`config.mk`:
```
export PLATFORM = sky130hd
export DESIGN_NAME = add_arb
export DESIGN_NICKNAME = d
export VERILOG_FILES = /design/src/rtl/add_arb_pkg.sv /design/src/rtl/add_5stage.sv /design/src/rtl/add_arb_fifo.sv /design/src/rtl/add_arb.sv
export SDC_FILE = /design/constraint.sdc
export NUM_CORES = 1
export LEC_CHECK = 0
export CAP_MARGIN = 40
export CORE_ASPECT_RATIO = 1.25
export CORE_UTILIZATION = 48
export DETAILED_ROUTE_END_ITERATION = 7
export PLACE_DENSITY = 0.87
export SLEW_MARGIN = 20
export SYNTH_ARGS = -nofsm -noshare
export SYNTH_HDL_FRONTEND = slang
export SYNTH_SLANG_ARGS = --single-unit
```
`constraint.sdc`:
```
create_clock -name ck -period 7.6 [get_ports ck]
set_input_delay 1.52 -clock ck [delete_from_list [all_inputs] [get_ports ck]]
set_output_delay 1.52 -clock ck [all_outputs]
set_load 0.05 [all_outputs]
```
`src/rtl/add_arb_pkg.sv`:
```
// Shared widths, FSM encoding and response-tag helpers for the add_arb slice.
package add_arb_pkg;

    localparam int NREQ   = 4;
    localparam int REQ_W  = 2;
    localparam int HT_W   = 5;
    localparam int TAG_W  = REQ_W + HT_W;
    localparam int DATA_W = 64;

    typedef enum logic {
        ST_FLUSH = 1'b0,
        ST_RUN   = 1'b1
    } state_t;

    function automatic logic [TAG_W-1:0] tag_pack(input logic [REQ_W-1:0] req_id,
                                                   input logic [HT_W-1:0]  ht_id);
        return {req_id, ht_id};
    endfunction

    function automatic logic [REQ_W-1:0] tag_req(input logic [TAG_W-1:0] tag);
        return tag[TAG_W-1:HT_W];
    endfunction

    function automatic logic [HT_W-1:0] tag_ht(input logic [TAG_W-1:0] tag);
        return tag[HT_W-1:0];
    endfunction

endpackage

```
`src/rtl/add_5stage.sv`:
```
// Five-cycle modulo-2^DATA_W adder with a pass-through tag; registers carry no reset.
module add_5stage #(
    parameter int DATA_W = 64,
    parameter int TAG_W  = 7
) (
    input  logic              ck,
    input  logic              i_vld,
    input  logic [DATA_W-1:0] i_a,
    input  logic [DATA_W-1:0] i_b,
    input  logic [TAG_W-1:0]  i_htId,
    output logic              o_vld,
    output logic [DATA_W-1:0] o_res,
    output logic [TAG_W-1:0]  o_htId
);

    localparam int H = DATA_W / 2;

    logic              vld_p0, vld_p1, vld_p2, vld_p3, vld_p4;
    logic [TAG_W-1:0]  tag_p0, tag_p1, tag_p2, tag_p3, tag_p4;
    logic [DATA_W-1:0] a_p0, b_p0;
    logic [H:0]        lo_p1;
    logic [H-1:0]      a_hi_p1, b_hi_p1;
    logic [DATA_W-1:0] sum_p2, sum_p3, sum_p4;

    always_ff @(posedge ck) begin
        // p0: operand capture
        vld_p0  <= i_vld;
        tag_p0  <= i_htId;
        a_p0    <= i_a;
        b_p0    <= i_b;
        // p1: low half with carry out
        vld_p1  <= vld_p0;
        tag_p1  <= tag_p0;
        lo_p1   <= {1'b0, a_p0[H-1:0]} + {1'b0, b_p0[H-1:0]};
        a_hi_p1 <= a_p0[DATA_W-1:H];
        b_hi_p1 <= b_p0[DATA_W-1:H];
        // p2: high half absorbs the carry, overflow wraps
        vld_p2  <= vld_p1;
        tag_p2  <= tag_p1;
        sum_p2  <= {a_hi_p1 + b_hi_p1 + H'(lo_p1[H]), lo_p1[H-1:0]};
        // p3/p4: retiming stages
        vld_p3  <= vld_p2;
        tag_p3  <= tag_p2;
        sum_p3  <= sum_p2;
        vld_p4  <= vld_p3;
        tag_p4  <= tag_p3;
        sum_p4  <= sum_p3;
    end

    assign o_vld  = vld_p4;
    assign o_res  = sum_p4;
    assign o_htId = tag_p4;

endmodule

```
`src/rtl/add_arb_fifo.sv`:
```
// Synchronous response FIFO; only pointers and count are reset, storage is not.
module add_arb_fifo #(
    parameter  int DEPTH = 8,
    parameter  int WIDTH = 71,
    localparam int CNT_W = $clog2(DEPTH + 1)
) (
    input  logic             ck,
    input  logic             i_rst_n,
    input  logic             i_push,
    input  logic [WIDTH-1:0] i_data,
    input  logic             i_pop,
    output logic             o_vld,
    output logic [WIDTH-1:0] o_data,
    output logic [CNT_W-1:0] o_count
);

    localparam int PTR_W = (DEPTH > 1) ? $clog2(DEPTH) : 1;

    logic [WIDTH-1:0] mem [DEPTH];
    logic [PTR_W-1:0] wr_ptr, rd_ptr;
    logic [CNT_W-1:0] count;
    logic             pop_ok;

    function automatic logic [PTR_W-1:0] ptr_inc(input logic [PTR_W-1:0] p);
        return (p == PTR_W'(DEPTH - 1)) ? '0 : p + 1'b1;
    endfunction

    assign pop_ok = i_pop && (count != '0);

    always_ff @(posedge ck or negedge i_rst_n) begin
        if (!i_rst_n) begin
            wr_ptr <= '0;
            rd_ptr <= '0;
            count  <= '0;
        end else begin
            if (i_push) wr_ptr <= ptr_inc(wr_ptr);
            if (pop_ok) rd_ptr <= ptr_inc(rd_ptr);
            case ({i_push, pop_ok})
                2'b10:   count <= count + 1'b1;
                2'b01:   count <= count - 1'b1;
                default: ;
            endcase
        end
    end

    always_ff @(posedge ck) begin
        if (i_push) mem[wr_ptr] <= i_data;
    end

    // Head is forced to zero while empty so outputs are clean out of reset.
    assign o_vld   = (count != '0);
    assign o_data  = o_vld ? mem[rd_ptr] : '0;
    assign o_count = count;

`ifndef SYNTHESIS
    no_overflow: assert property (@(posedge ck) disable iff (!i_rst_n)
        !(i_push && !pop_ok && (count == CNT_W'(DEPTH))));
`endif

endmodule

```
`src/rtl/add_arb.sv`:
```
// Round-robin, credit-limited sharing of one add_5stage among four requesters.
module add_arb
    import add_arb_pkg::*;
#(
    parameter int FIFO_DEPTH = 8,
    parameter int PIPE_LAT   = 5
) (
    input  logic                   ck,
    input  logic                   i_rst_n,
    input  logic [NREQ-1:0]        i_req_vld,
    input  logic [NREQ*DATA_W-1:0] i_req_a,
    input  logic [NREQ*DATA_W-1:0] i_req_b,
    input  logic [NREQ*HT_W-1:0]   i_req_htId,
    output logic [NREQ-1:0]        o_req_rdy,
    output logic                   o_rsp_vld,
    output logic [DATA_W-1:0]      o_rsp_res,
    output logic [REQ_W-1:0]       o_rsp_reqId,
    output logic [HT_W-1:0]        o_rsp_htId,
    input  logic                   i_rsp_rdy
);

    localparam int CNT_W  = $clog2(FIFO_DEPTH + 1);
    localparam int FIFO_W = DATA_W + TAG_W;

    state_t            state_q, state_d;
    logic [2:0]        flush_cnt_q;
    logic [REQ_W-1:0]  last_grant_q, gnt_idx;
    logic              gnt_found, grant_en, xfer, ret_vld;
    logic [CNT_W-1:0]  inflight_q, fifo_count;
    logic [CNT_W:0]    used;
    logic              pipe_o_vld;
    logic [DATA_W-1:0] pipe_i_a, pipe_i_b, pipe_o_res;
    logic [TAG_W-1:0]  pipe_i_tag, pipe_o_tag;
    logic [FIFO_W-1:0] fifo_head;

    // The adder has no reset, so its contents are drained for PIPE_LAT cycles first.
    always_ff @(posedge ck or negedge i_rst_n) begin
        if (!i_rst_n) begin
            state_q     <= ST_FLUSH;
            flush_cnt_q <= '0;
        end else begin
            state_q <= state_d;
            if (state_q == ST_FLUSH) flush_cnt_q <= flush_cnt_q + 3'd1;
        end
    end

    always_comb begin
        state_d = state_q;
        case (state_q)
            ST_FLUSH: if (flush_cnt_q == 3'(PIPE_LAT - 1)) state_d = ST_RUN;
            default:  state_d = ST_RUN;
        endcase
    end

    // Every issued op owns a FIFO slot until it is popped, so overflow cannot occur.
    assign used     = {1'b0, fifo_count} + {1'b0, inflight_q};
    assign grant_en = (state_q == ST_RUN) && (used < (CNT_W + 1)'(FIFO_DEPTH));

    always_comb begin
        gnt_found = 1'b0;
        gnt_idx   = last_grant_q;
        for (int k = 1; k <= NREQ; k++) begin
            if (!gnt_found && i_req_vld[last_grant_q + REQ_W'(k)]) begin
                gnt_found = 1'b1;
                gnt_idx   = last_grant_q + REQ_W'(k);
            end
        end
    end

    assign xfer       = grant_en && gnt_found;
    assign o_req_rdy  = xfer ? (NREQ'(1) << gnt_idx) : '0;
    assign pipe_i_a   = i_req_a[gnt_idx*DATA_W +: DATA_W];
    assign pipe_i_b   = i_req_b[gnt_idx*DATA_W +: DATA_W];
    assign pipe_i_tag = tag_pack(gnt_idx, i_req_htId[gnt_idx*HT_W +: HT_W]);
    assign ret_vld    = pipe_o_vld && (state_q == ST_RUN);

    always_ff @(posedge ck or negedge i_rst_n) begin
        if (!i_rst_n) begin
            last_grant_q <= REQ_W'(NREQ - 1);
            inflight_q   <= '0;
        end else begin
            if (xfer) last_grant_q <= gnt_idx;
            case ({xfer, ret_vld})
                2'b10:   inflight_q <= inflight_q + 1'b1;
                2'b01:   inflight_q <= inflight_q - 1'b1;
                default: ;
            endcase
        end
    end

    add_5stage #(
        .DATA_W (DATA_W),
        .TAG_W  (TAG_W)
    ) u_pipe (
        .ck     (ck),
        .i_vld  (xfer),
        .i_a    (pipe_i_a),
        .i_b    (pipe_i_b),
        .i_htId (pipe_i_tag),
        .o_vld  (pipe_o_vld),
        .o_res  (pipe_o_res),
        .o_htId (pipe_o_tag)
    );

    add_arb_fifo #(
        .DEPTH (FIFO_DEPTH),
        .WIDTH (FIFO_W)
    ) u_fifo (
        .ck      (ck),
        .i_rst_n (i_rst_n),
        .i_push  (ret_vld),
        .i_data  ({pipe_o_res, pipe_o_tag}),
        .i_pop   (i_rsp_rdy),
        .o_vld   (o_rsp_vld),
        .o_data  (fifo_head),
        .o_count (fifo_count)
    );

    assign o_rsp_res   = fifo_head[FIFO_W-1:TAG_W];
    assign o_rsp_reqId = tag_req(fifo_head[TAG_W-1:0]);
    assign o_rsp_htId  = tag_ht(fifo_head[TAG_W-1:0]);

endmodule

```
; After elaboration in Yosys (flattened, before gate mapping)
; Memory sizes are Yosys's and may differ from the RTL's.
; Cells that the tools add are included.
; Widths: inputs -> output; s select.
[classes]
n_eq_ne = 7
magnitude_cmp = 5
mul = 1
reduce_logical = 13
n_shift = 4
addsub = 14
mux = 26
[op_table]
columns = operator, count
row1 = $shiftx 256x9->64, 2
row2 = $mux 71, 1
row3 = $add 32x32->33, 1
row4 = $add 32x1->32, 1
row5 = $add 32x32->32, 1
row6 = $shiftx 20x6->5, 1
row7 = $pmux 4 s2, 2
row8 = $lt 2x3->1 const B, 4
row9 = $mux 1, 12
row10 = $add 3x1->3 const B, 3
row11 = $eq 3x3->1 const B, 3
row12 = $add 4x1->4 const B, 2
row13 = $bmux 1 s2, 4
row14 = $mux 2, 4
row15 = $sub 4x1->4 const B, 2
row16 = $logic_and 1x1->1, 7
row17 = $mux 3, 2
row18 = $add 4x4->5, 1
row19 = $lt 5x4->1 const B, 1
row20 = $mul 2x3->5 const B, 1
row21 = $add 2x2->2 const B, 2
row22 = $eq 2x1->1 const B, 2
row23 = $eq 2x2->1 const B, 2
row24 = $mux 4, 1
row25 = other kinds (5), 8
[totals]
ram_bits = 568
input_bits = 539
register_bits = 477
elab_cells = 96
output_inout_bits = 76
n_memories = 1
[memory_table]
columns = memory, words, word_bits, read_ports, rd_clocked_by_memory_dff, write_ports, line_no
row1 = u_fifo.mem, 8, 71, 1, 0, 1, add_arb_fifo.sv:19  ; logic [WIDTH-1:0] mem [DEPTH];

; Depth between registers and ports, before layout
; Gate-level depths: netlist (run 1).
[logic_depth]
word_depth = 16
ltp_mapped = 11
depth_no_buf = 11

; Cells and area by module
; A second synthesis (run 1) with hierarchy kept.
[hier_totals]
cells_unflattened = 2455
area_unflattened_um2 = 40266.1
[modules_own_cells]
columns = mod, n_inst, seq_area_each_um2, cells_per_inst, area_per_inst_um2
row1 = add_arb_fifo, 1, 17306.6, 959, 22165.0
row2 = add_5stage, 1, 9148.8, 984, 12803.5
row3 = add_arb, 1, 252.7, 512, 5297.6

; Worst setup path before layout (run 1)
; Ideal clock, no wire load.
[synth_path]
kind = register to register
from = register state_q
to = memory u_fifo.mem[0][0] (enable)
path_stages_with_launch = 4
arrival_time_ns = 7.476
path_slack_ns = -0.551
synth_period_minus_slack_ns = 8.151
required_time_ns = 6.924
setup_time_ns = 0.676
path_buffers = 1
path_cell_list = dfrtp_1 > clkbuf_1 > nand2_1 > nor4_1
[synth_via]
elab_chain_len = 3
[synth_rtl]
columns = element, line_no
row1 = start: declaration, add_arb.sv:25  ; state_t state_q, state_d;
row2 = start signal: assignment, add_arb.sv:42  ; state_q <= state_d;
row3 = $logic_and 1x1->1, add_arb.sv:75  ; assign ret_vld = pipe_o_vld && (state_q == ST_RUN);
row4 = $mux 1, add_arb_fifo.sv:47  ; if (i_push) mem[wr_ptr] <= i_data;
row5 = $mux 1 (implied by the code), add_arb_fifo.sv:47
row6 = end: declaration, add_arb_fifo.sv:19
; No other way between the ends.

; Worst setup path after layout (run 1)
[layout_path]
from = input i_req_vld[3]
to = output o_req_rdy[0]
[layout_via]
elab_chain_len = 14
elab_cells_between_ends = 25
classes_between = shift: 1 / mux: 17 / reduce/logical: 7
[layout_rtl]
columns = element, line_no
row1 = start: declaration, add_arb.sv:10  ; input logic [NREQ-1:0] i_req_vld,
row2 = $bmux 1 s2, add_arb.sv:63  ; if (!gnt_found && i_req_vld[last_grant_q + REQ_W'(k)]) begin
row3 = $mux 1 (implied by the code), add_arb.sv:63
row4 = $mux 1, add_arb.sv:63
row5 = $logic_not 1->1, add_arb.sv:63
row6 = $logic_and 1x1->1, add_arb.sv:63
row7 = $mux 1, add_arb.sv:63
row8 = $logic_not 1->1, add_arb.sv:63
row9 = $logic_and 1x1->1, add_arb.sv:63
row10 = $mux 1, add_arb.sv:63
row11 = $logic_not 1->1, add_arb.sv:63
row12 = $logic_and 1x1->1, add_arb.sv:63
row13 = $mux 2 or $mux 1 (tied branches), add_arb.sv:63
row14 = $shl 1x2->4 or $logic_and 1x1->1 (tied branches), "add_arb.sv:71, add_arb.sv:70"
row15 = $mux 4 (*), add_arb.sv:71  ; assign o_req_rdy = xfer ? (NREQ'(1) << gnt_idx) : '0;
row16 = end: declaration, add_arb.sv:14  ; output logic [NREQ-1:0] o_req_rdy,
; Every way passes the cells marked *; elsewhere a longest branch is shown, timed or not. The select of a mux whose other input is x is not followed.

==> summary.md, run 1 <==
| Metric | Value |
|---|---|
| Crit path DAT | between 4 and 5 ns |
| Fmax | between 150 and 200 MHz |
| Post-layout instance area | 0.0499 sq mm |
| Final Hold Fails | 0 |
| Grt ovf | 0 |
| CTS Root Cell | clkbuf_16 |
| FP Rows | around 120 |
| Hpwl dp | approximately 81,000 um |
| Post-synthesis cell area | slightly below 0.04 sq mm |
| Register area share after synthesis | roughly 70% |
| Max-cap violation count | 0 |
| Setup TNS | 0 ns |
| Place WS | roughly 1.9 ns |
| Layout area overhead | 27.4% |
| Cell variety after synth | slightly above 70 |
| VDD IR-drop max | approximately 0.00029 V |
| Clock transition at path regs | roughly 0.07 ns |
| Type of origin of the critical path | input port |
| Routed Antenna Nets | 0 |
| Post-DR vias/cell | around 5.6 |
| Vias in the first global route | approximately 26,000 |
| Post-DP Area | between 0.04 and 0.05 sq mm |
| GPL Wtd Cong | roughly 0.94 |
| Die area | ~0.083 sq mm |
| Slowest stage cell, crit path | a221oi_4 |
| Layout cells sized above 1 | 10.6% |
| CP Capture Type | output port |
| Worst-Margin Slew | about 0.90 ns |
| Hold crit path type | reg -> reg |
| Most common cell after layout, fill and taps aside | clkdlybuf4s50_1 |
| Io pins | 615 |
| Most frequent cells in the layout | 614 x clkdlybuf4s50_1, 575 x nand2_1, 568 x edfxtp_1, 457 x dfxtp_1, 144 x a31oi_1 |
| Final net count | 4,069 |
| Pwr/cell area | between 400 and 500 mW/mm^2 |
| YS warnings | 0 |
| Lkg Pwr | between 0.015 and 0.02 uW |
| RSZ-0062 raised after global routing | no |
| # hold bufs at CTS | 0 |
| Number of synthesized flops with an enable pin | ~570 |
| Core area | 0.0804 sq mm |
| Top cell by count, worst path | clkdlybuf4s50_1 |
| CTS tree | built |
| Worst-path maximum fanout | 21 |
| Post-cts sizing count | 0 |
| Final WL | 114,000 um |
| Largest net degree at the start of global routing | between 100 and 150 |
| Die X | ~260 um |
| Clock Path Buffers | 3 |
| Drt initial violations | a little under 2,000 |
| Final setup viols | 0 |
| Total GRT Usage | between 20% and 30% |
| Die Y | 321 um |
| Kind of critical path | in -> out |
| Final Critical Period | between 5 and 6 ns |
| Final WS setup | roughly 1.9 ns |
| Clock sink count | between 1,000 and 1,500 |
| Period Utilization, post-route | around three quarters |
| Clock buffer count from CTS | just over 90 |
| Mapped Nets | between 3,000 and 4,000 |
| Synth async-reset ratio | under 10% |
| Number of setup buffers added after CTS | 0 |
| #FFs+latches synth | 1,045 |
| Status | finished, final reports clean |
| Worst path required time | ~6.1 ns |
| Clock Latency Late Sink | 0.66 ns |
| Worst slew margin | between 30% and 40% |
| WL/cell | approximately 25 um |
| Initial Util | roughly half |
| Clock Skews | 0.0286 ns |
| Via count | between 20,000 and 30,000 |
| Initial antenna violation count | 28 |
| I/O Buffers | 614 |
| Most used DFF post-synth | edfxtp_1 |
| DRC viols | 0 |
| H-tree Lvls | 3 |
| Largest stage delay, worst path | roughly 0.82 ns |
| Global-route wire length before repair | between 150,000 and 200,000 um |
| Max Slew Vio Count | 0 |
| Crit-path cells | clkdlybuf4s50_1, nand2b_1, o21ai_0, a221oi_4, nand2_1, nor2_1, clkdlybuf4s50_1 |
| Drt pass-1 iters | 5 |
| Pwr Total | 24,500 uW |
| Cells after Synth | 2,843 |
| Average size of a mapped cell | roughly 14 sq um |
[cell type report]
| class | count | area [sq um] |
|---|---|---|
| fill | 5846 | 30500 |
| sequential | 1045 | 26700 |
| multi-input combinational | 1626 | 11900 |
| timing repair buffer | 658 | 6770 |
| clock buffer | 124 | 2570 |
| tap | 1062 | 1330 |
| clock inverter | 47 | 504 |
| inverter | 26 | 108 |
| antenna | 15 | 37.5 |
[flip-flops by register name (all words and copies together) (netlist names), 32 cells and up]
name,count
u_fifo.mem,568
u_pipe.a_p0,64
u_pipe.b_p0,64
u_pipe.lo_p1,33
u_pipe.sum_p3,64
u_pipe.b_hi_p1,32
u_pipe.o_res,64
u_pipe.a_hi_p1,32
u_pipe.sum_p2,64
[path summary, 6_finish.rpt]
kind,slack (ns),startpoint,cells past startpoint,end
max in group asynchronous,6.02,i_rst_n,2,flush_cnt_q[2]$_DFFE_PN0N_
min in group asynchronous,1.15,i_rst_n,1,u_fifo.rd_ptr[1]$_DFFE_PN0P_
max reg2reg,3.95,last_grant_q[0]$_DFFE_PN1P_,10,u_pipe.b_p0[13]$_DFF_P_
max,1.85,i_req_vld[3],7,o_req_rdy[0]
min,0.32,u_pipe.sum_p2[61]$_DFF_P_,0,u_pipe.sum_p3[61]$_DFF_P_
min reg2reg,0.32,u_pipe.sum_p2[61]$_DFF_P_,0,u_pipe.sum_p3[61]$_DFF_P_
[cell families (layout without fill, tap and decap cells)]
logic type / Yosys count / after routing / share of synthesized area (%)
xor gates and xnor gates: 65 / 65 / 1.45
DFF: 1045 / 1045 / 68.2
AOI/OAI and AO/OA: 349 / 349 / 5.64
and+or+nand+nor: 911 / 911 / 10.1
adders and majority gates: 81 / 81 / 2.66
other: 0 / 15 / 0
muxes: 220 / 220 / 10.2
buffers and inverters: 172 / 855 / 1.77
[worst max-delay path, delay by kind of cell]
| kind | cells | cell delay [ns] |
|---|---|---|
| compound gates | 2 | 0.97 |
| buf+inv | 2 | 1.28 |
| simple gates | 3 | 0.46 |
[power by group]
group	total [uW]	internal [uW]	switching [uW]
combinational	10200	4030	6190
clock	4710	2640	2070
sequential	9600	8270	1340
total	24500	14900	9600
[stage by stage]
stage                     cells  hold slack, ns  utilization [%]
after global placement     4401           0.310             57.7
after global routing       4597           0.311             62.1
final                      4603           0.318             62.1
after floorplan            2843           0.310                -
after CTS                  4584           0.322             61.9
after detailed placement   4413           0.312             58.1
[cells in the mapped netlist (3+ instances only)]
cell type  number  area, sq um
and3_1        139          870
o41ai_1         3         26.3
a221o_1         3         30.0
nand3_1        16         80.1
mux2_2          6         67.6
a31oi_1       144          901
and2_1          6         37.5
o21ai_0        43          215
clkbuf_1      109          409
buf_2          18         90.1
nand2_1       575         2160
a221oi_1        4         35.0
ha_1           77          963
edfxtp_1      568        17100
o211ai_1        9         67.6
nor2b_1         9         56.3
dfrtp_1        18          450
fa_1            4         80.1
nor2_1        113          424
dfxtp_1       457         9150
buf_6           3         33.8
o21bai_1        8         60.1
mux2i_1        72          721
nand2b_1       13         81.3
a21o_1         26          195
xnor2_1        40          350
or3_1           3         18.8
buf_1          15         56.3
o21a_1         10         75.1
nor3_1         15         75.1
xor2_1         25          219
o31ai_1         3         22.5
or2_2           3         18.8
a21oi_1        67          335
inv_1          24         90.1
mux4_2        142         3200
a211oi_1       10         75.1
[routing by layer]
| metal | up-vias | global-route usage (%) | wire (um) | part of all wire, % |
|---|---|---|---|---|
| met1 | 12600 | 33.1 | 42300 | 37 |
| met4 | 6 | 12.4 | 5310 | 4.7 |
| met5 | - | 0 | 43 | 0.038 |
| met3 | 195 | 4.47 | 7890 | 6.9 |
| met2 | 1153 | 47.5 | 58400 | 51 |
| li1 | 11700 | - | - | - |
(Power assumes the default switching activity.)
==> run 2: changes to the inputs <==
Settings changed: CORE_UTILIZATION 48 to 50.
Clock period 7.6 ns to 6 ns, I/O delays scaled along.
==> summary.md, run 2 (same netlist as run 1, synthesis figures left out) <==
| Metric | Value |
|---|---|
| Vias in the first global route | 25,900 (was 25,600) |
| Drt pass-1 iters | 5 (unchanged) |
| Post-DR vias/cell | 5.58 (was 5.56) |
| Worst path required time | 4.80 ns (was 6.08 ns) |
| Hold depth | 0 (unchanged) |
| Final net count | 4,065 (was 4,069) |
| Number of setup buffers added after CTS | 0 (unchanged) |
| FP Rows | 114 (was 116) |
| VDD IR-drop max | 0.000368 V (was 0.000290 V) |
| Grt ovf | 0 (unchanged) |
| Core area | 0.0775 sq mm (was 0.0804 sq mm) |
| Final setup viols | 0 (unchanged) |
| Max FFs per register | 568 (unchanged) |
| Largest net degree at the start of global routing | 197 (was 119) |
| RR Startpoint | last_grant_q[0]$_DFFE_PN1P_ (unchanged) |
| Clock Path Buffers | 3 (unchanged) |
| Crit path DAT | 3.71 ns (was 4.23 ns) |
| Clock buffer count from CTS | 93 (was 92) |
| Initial Util | 50.6% (was 48.7%) |
| Die Y | 315 um (was 321 um) |
| Drt initial violations | 2,374 (was 1,931) |
| DRC viols | 0 (unchanged) |
| Clock sink count | 1,045 (unchanged) |
| GPL Wtd Cong | 0.972 (was 0.941) |
| Most common cell after layout, fill and taps aside | clkdlybuf4s50_1 (unchanged) |
| Routed Antenna Nets | 0 (unchanged) |
| Pwr/cell area | 629 mW/mm^2 (was 492 mW/mm^2) |
| I/O Buffers | 614 (unchanged) |
| Max-cap violation count | 0 (unchanged) |
| Most frequent cells in the layout | 614 x clkdlybuf4s50_1, 575 x nand2_1, 568 x edfxtp_1, 457 x dfxtp_1, 144 x a31oi_1 (unchanged) |
| Total GRT Usage | 28.7% (was 27.3%) |
| Post-Layout Cell Count | 4,588 (was 4,603) |
| Status | finished, final reports clean (unchanged) |
| H-tree Lvls | 3 (unchanged) |
| Setup TNS | 0 ns (unchanged) |
| Hold crit path type | reg -> reg (unchanged) |
| Clock Skews | 0.0259 ns (was 0.0286 ns) |
| Clock transition at path regs | 0.07 ns (about the same) |
| Kind of critical path | reg -> out (was in -> out) |
| Type of origin of the critical path | register (was input port) |
| Fmax | about 200 MHz |
| CP Capture Type | output port (unchanged) |
| Io pins | 615 (unchanged) |
| WL/cell | 24.9 um (was 24.8 um) |
| FF-to-FF End | u_pipe.a_p0[40]$_DFF_P_ (was u_pipe.b_p0[13]$_DFF_P_) |
| Clock Latency Late Sink | 0.65 ns (was 0.66 ns) |
| Final WL | 114,000 um (about the same) |
| Final Critical Period | between 4 and 5 ns |
| Global-route wire length before repair | 166,000 um (was 165,000 um) |
| Final Hold Fails | 0 (unchanged) |
| Initial antenna violation count | 29 (was 28) |
| Largest Register | u_fifo.mem (unchanged) |
| CTS tree | built (unchanged) |
| Period Utilization, post-route | around four fifths |
| Hpwl dp | 78,700 um (was 81,000 um) |
| # hold bufs at CTS | 0 (unchanged) |
| End of the worst hold path | u_pipe.a_hi_p1[29]$_DFF_P_ (was u_pipe.sum_p3[61]$_DFF_P_) |
| Hold path start | u_pipe.a_p0[61]$_DFF_P_ (was u_pipe.sum_p2[61]$_DFF_P_) |
| Die X | 252 um (was 258 um) |
| Die area | 0.0795 sq mm (was 0.0828 sq mm) |
| Post-cts sizing count | 0 (unchanged) |
| Layout area overhead | 27.5% (was 27.4%) |
| Layout cells sized above 1 | 10.8% (was 10.6%) |
| Worst-Margin Slew | 1.07 ns (was 0.905 ns) |
| Worst-path maximum fanout | 32 (was 21) |
| Reg2Reg Setup Slack | 2.29 ns (was 3.95 ns) |
| Placed insts | 4,394 (was 4,413) |
| RSZ-0062 raised after global routing | no (unchanged) |
| Reg2Reg Depth | 10 (unchanged) |
| Lkg Pwr | 0.0188 uW (was 0.0187 uW) |
| Via count | 25,600 (about the same) |
| Worst slew margin | 29.0% (was 39.7%) |
| Max Slew Vio Count | 0 (unchanged) |
| CTS Root Cell | clkbuf_16 (unchanged) |
[run 2: cell types whose count changed in the layout (fill, tap and decap cells not counted), moves of 3 or more]
cell,before,now
clkinv_4,6,9
buf_16,12,3
buf_12,4,7
clkinvlp_2,3,0
clkbuf_16,94,99
diode_2,15,20
clkbuf_1,18,9
[run 2: worst max path at each step]
stage	endpoint	slack [ns]	from
floorplan	u_fifo.mem[4][0]$_DFFE_PP_	-0.22	state_q$_DFF_PN0_
global placement	o_req_rdy[1]	1.24	i_req_vld[3]
detailed placement	o_req_rdy[1]	1.23	i_req_vld[3]
CTS	o_rsp_res[52]	0.99	u_fifo.rd_ptr[0]$_DFFE_PN0P_
global route	o_rsp_res[52]	0.93	u_fifo.rd_ptr[0]$_DFFE_PN0P_
finish	o_rsp_res[52]	1.09	u_fifo.rd_ptr[0]$_DFFE_PN0P_
[run 2: worst max-delay path: stages, from the launching register on]
cell and delay [ns]:
dfrtp_4 0.85, buf_4 0.47, mux4_2 0.57, mux2i_1 0.28
nor2_1 0.07, clkdlybuf4s50_1 0.76
[run 2: where the power goes]
part	leakage [uW]	switching, uW	internal (uW)	total [uW]
clock network	0.00163	2710	3600	6300
logic	0.00795	7830	5060	12900
registers	0.00921	1740	10500	12200
[run 2: stage by stage]
stage	area [sq um]	setup WS (ns)	power, uW	util, %	hold slack [ns]
3_3_place_gp	46500	1.24	24800	60.0	0.310
5_1_grt	50000	0.934	33000	64.5	0.329
3_5_place_dp	46600	1.23	25100	60.2	0.312
2_1_floorplan	39200	-0.223	20400	-	0.310
4_1_cts	49900	0.987	31600	64.4	0.326
6_report	50000	1.09	31400	64.5	0.321
[run 2: final cells by class]
cell class	count	area, sq um
multi-input combinational	1626	11900
tap	1044	1310
fill	5417	27500
antenna	20	50.0
clock inverter	52	634
clock buffer	122	2670
timing repair buffer	653	6590
sequential	1045	26700
inverter	26	108
[run 2: layer usage]
layer	up-vias	global-route usage, %	wire length (um)
met5	-	0	34
met4	4	16.5	6660
met3	265	4.34	7360
met2	1195	49.4	58400
met1	12500	34.3	41800
li1	11600	-	-
==> run 3: changes to the inputs <==
Clock period 6 ns to 4.9 ns, I/O delays scaled along.
==> summary.md, run 3 (same netlist as run 1, synthesis figures left out) <==
| Metric | Value |
|---|---|
| Lkg Pwr | 0.0188 uW (about the same) |
| Clock buffer count from CTS | 94 (was 93) |
| Max Slew Vio Count | 0 (unchanged) |
| NetSw | 15,000 uW (was 12,300 uW) |
| Total GRT Usage | 28.0% (was 28.7%) |
| Die X | 252 um (unchanged) |
| Clock Path Buffers | 3 (unchanged) |
| Clock transition at path regs | 0.07 ns (about the same) |
| Met1 usage | 34.0% (was 34.3%) |
| Clock share of power | 19.9% (was 20.1%) |
| FP Rows | 114 (unchanged) |
| H-tree Lvls | 3 (unchanged) |
| GPL Wtd Cong | 0.947 (was 0.972) |
| Post-DR vias/cell | 5.50 (was 5.58) |
| Comb power frac | 41.6% (was 41.0%) |
| Hpwl dp | 79,400 um (was 78,700 um) |
| Kind of critical path | reg -> out (unchanged) |
| Clock sink count | 1,045 (unchanged) |
| CTS tree | built (unchanged) |
| # hold bufs at CTS | 0 (unchanged) |
| Grt met2 use | 49.2% (was 49.4%) |
| Initial antenna violation count | 31 (was 29) |
| VDD IR-drop max | 0.000419 V (was 0.000368 V) |
| Max-cap violation count | 0 (unchanged) |
| Via count | 25,300 (was 25,600) |
| Status | finished, final reports clean (unchanged) |
| Max FFs per register | 568 (unchanged) |
| Vias in the first global route | 25,200 (was 25,900) |
| Worst-path maximum fanout | 7 (was 32) |
| Largest net degree at the start of global routing | 135 (was 197) |
| Worst-Margin Slew | 0.823 ns (was 1.07 ns) |
| Type of origin of the critical path | register (unchanged) |
| Initial Util | 50.6% (unchanged) |
| Layout cells sized above 1 | 11.1% (was 10.8%) |
| Final WL | 112,000 um (was 114,000 um) |
| Net Sw Frac | 39.0% (was 39.1%) |
| Pwr/cell area | 768 mW/mm^2 (was 629 mW/mm^2) |
| Drt pass-1 iters | 5 (unchanged) |
| Final net count | 4,077 (was 4,065) |
| Setup TNS | 0 ns (unchanged) |
| Layout Utilization | 64.7% (was 64.5%) |
| Hold crit path type | reg -> reg (unchanged) |
| CTS Root Cell | clkbuf_16 (unchanged) |
| Global routing usage on met3 | 3.61% (was 4.34%) |
| Global-route wire length before repair | 162,000 um (was 166,000 um) |
| Final setup viols | 0 (unchanged) |
| Number of setup buffers added after CTS | 0 (unchanged) |
| Layout area overhead | 28.0% (was 27.5%) |
| Clock Skews | 0.0276 ns (was 0.0259 ns) |
| Routed Antenna Nets | 0 (unchanged) |
| Most frequent cells in the layout | 612 x clkdlybuf4s50_1, 575 x nand2_1, 568 x edfxtp_1, 457 x dfxtp_1, 144 x a31oi_1 (was 614 x clkdlybuf4s50_1, 575 x nand2_1, 568 x edfxtp_1, 457 x dfxtp_1, 144 x a31oi_1) |
| Most common cell after layout, fill and taps aside | clkdlybuf4s50_1 (unchanged) |
| Crit path DAT | 3.56 ns (was 3.71 ns) |
| Internal power | 23,500 uW (was 19,100 uW) |
| Grt ovf | 0 (unchanged) |
| RSZ-0062 raised after global routing | no (unchanged) |
| Largest Register | u_fifo.mem (unchanged) |
| Core area | 0.0775 sq mm (unchanged) |
| Die Y | 315 um (unchanged) |
| Drt initial violations | 2,258 (was 2,374) |
| Seq pwr share | 38.6% (was 38.9%) |
| Post-Layout Cell Count | 4,601 (was 4,588) |
| Post-DP Area | 0.0468 sq mm (was 0.0466 sq mm) |
| Clock Latency Late Sink | 0.67 ns (was 0.65 ns) |
| Fmax | between 200 and 250 MHz |
| DRC viols | 0 (unchanged) |
| Io pins | 615 (unchanged) |
| Post-layout instance area | 0.0501 sq mm (was 0.0500 sq mm) |
| Die area | 0.0795 sq mm (unchanged) |
| Worst slew margin | 45.0% (was 29.0%) |
| Final-layout fill cell count | 5,478 (was 5,417) |
| I/O Buffers | 614 (unchanged) |
| Period Utilization, post-route | between 90% and 100% |
| Final Critical Period | ~4.5 ns |
| CP Capture Type | output port (unchanged) |
| Post-cts sizing count | 0 (unchanged) |
| Pwr Total | 38,500 uW (was 31,400 uW) |
| Worst path required time | 3.92 ns (was 4.80 ns) |
| Gr busiest metal | met2 (unchanged) |
| Final Hold Fails | 0 (unchanged) |
| Placed insts | 4,405 (was 4,394) |
| WL/cell | 24.3 um (was 24.9 um) |
## run 3: layout make-up
cell class                 instances  area (sq um)  area share [%]
multi-input combinational       1626         11900            23.7
antenna                           18          45.0          0.0898
sequential                      1045         26700            53.3
tap                             1044          1310            2.61
clock inverter                    56           677            1.35
clock buffer                     122          2600            5.19
timing repair buffer             664          6810            13.6
inverter                          26           108           0.215
## run 3: layer usage
| layer | share of wire (%) | vias up |
|---|---|---|
| met5 | 0.039 | - |
| met4 | 4.7 | 6 |
| met3 | 5.6 | 208 |
| met2 | 52 | 1041 |
| met1 | 38 | 12400 |
| li1 | - | 11700 |
## run 3: through the flow
stage / hold slack [ns] / setup slack (ns)
2_1_floorplan: 0.310 / -1.32
3_3_place_gp: 0.310 / 0.787
3_5_place_dp: 0.312 / 0.778
4_1_cts: 0.303 / 0.333
5_1_grt: 0.319 / 0.233
6_report: 0.310 / 0.357
## run 3: worst max-delay path: stages, from the launching register on
cell and delay [ns]:
dfrtp_1 0.41, ha_1 0.28, or4b_2 0.67, a221o_1 0.39, inv_1 0.14, nand2_1 0.10
nor2_1 0.11, clkdlybuf4s50_1 0.82
## run 3: worst paths after layout
path	from	to	slack, ns	cells past startpoint
setup / recovery	u_fifo.o_count[3]$_DFFE_PN0P_	o_req_rdy[2]	0.36	7
setup reg to reg	u_pipe.b_p0[0]$_DFF_P_	u_pipe.lo_p1[28]$_DFF_P_	1.51	10
hold reg to reg	u_pipe.a_p0[32]$_DFF_P_	u_pipe.a_hi_p1[0]$_DFF_P_	0.31	0
hold / removal	u_pipe.a_p0[32]$_DFF_P_	u_pipe.a_hi_p1[0]$_DFF_P_	0.31	0
min in group asynchronous	i_rst_n	u_fifo.rd_ptr[0]$_DFFE_PN0P_	0.64	1
max in group asynchronous	i_rst_n	u_fifo.wr_ptr[1]$_DFFE_PN0P_	3.78	2
## run 3: power groups by stage
stage          Combinational [uW]  Sequential [uW]  Clock (uW)
6_report                    16000            14900        7650
5_1_grt                     17200            15100        8120
3_5_place_dp                15900            15100           0
3_3_place_gp                15700            14900           0
4_1_cts                     16100            14900        7770
2_1_floorplan               11200            13800           0
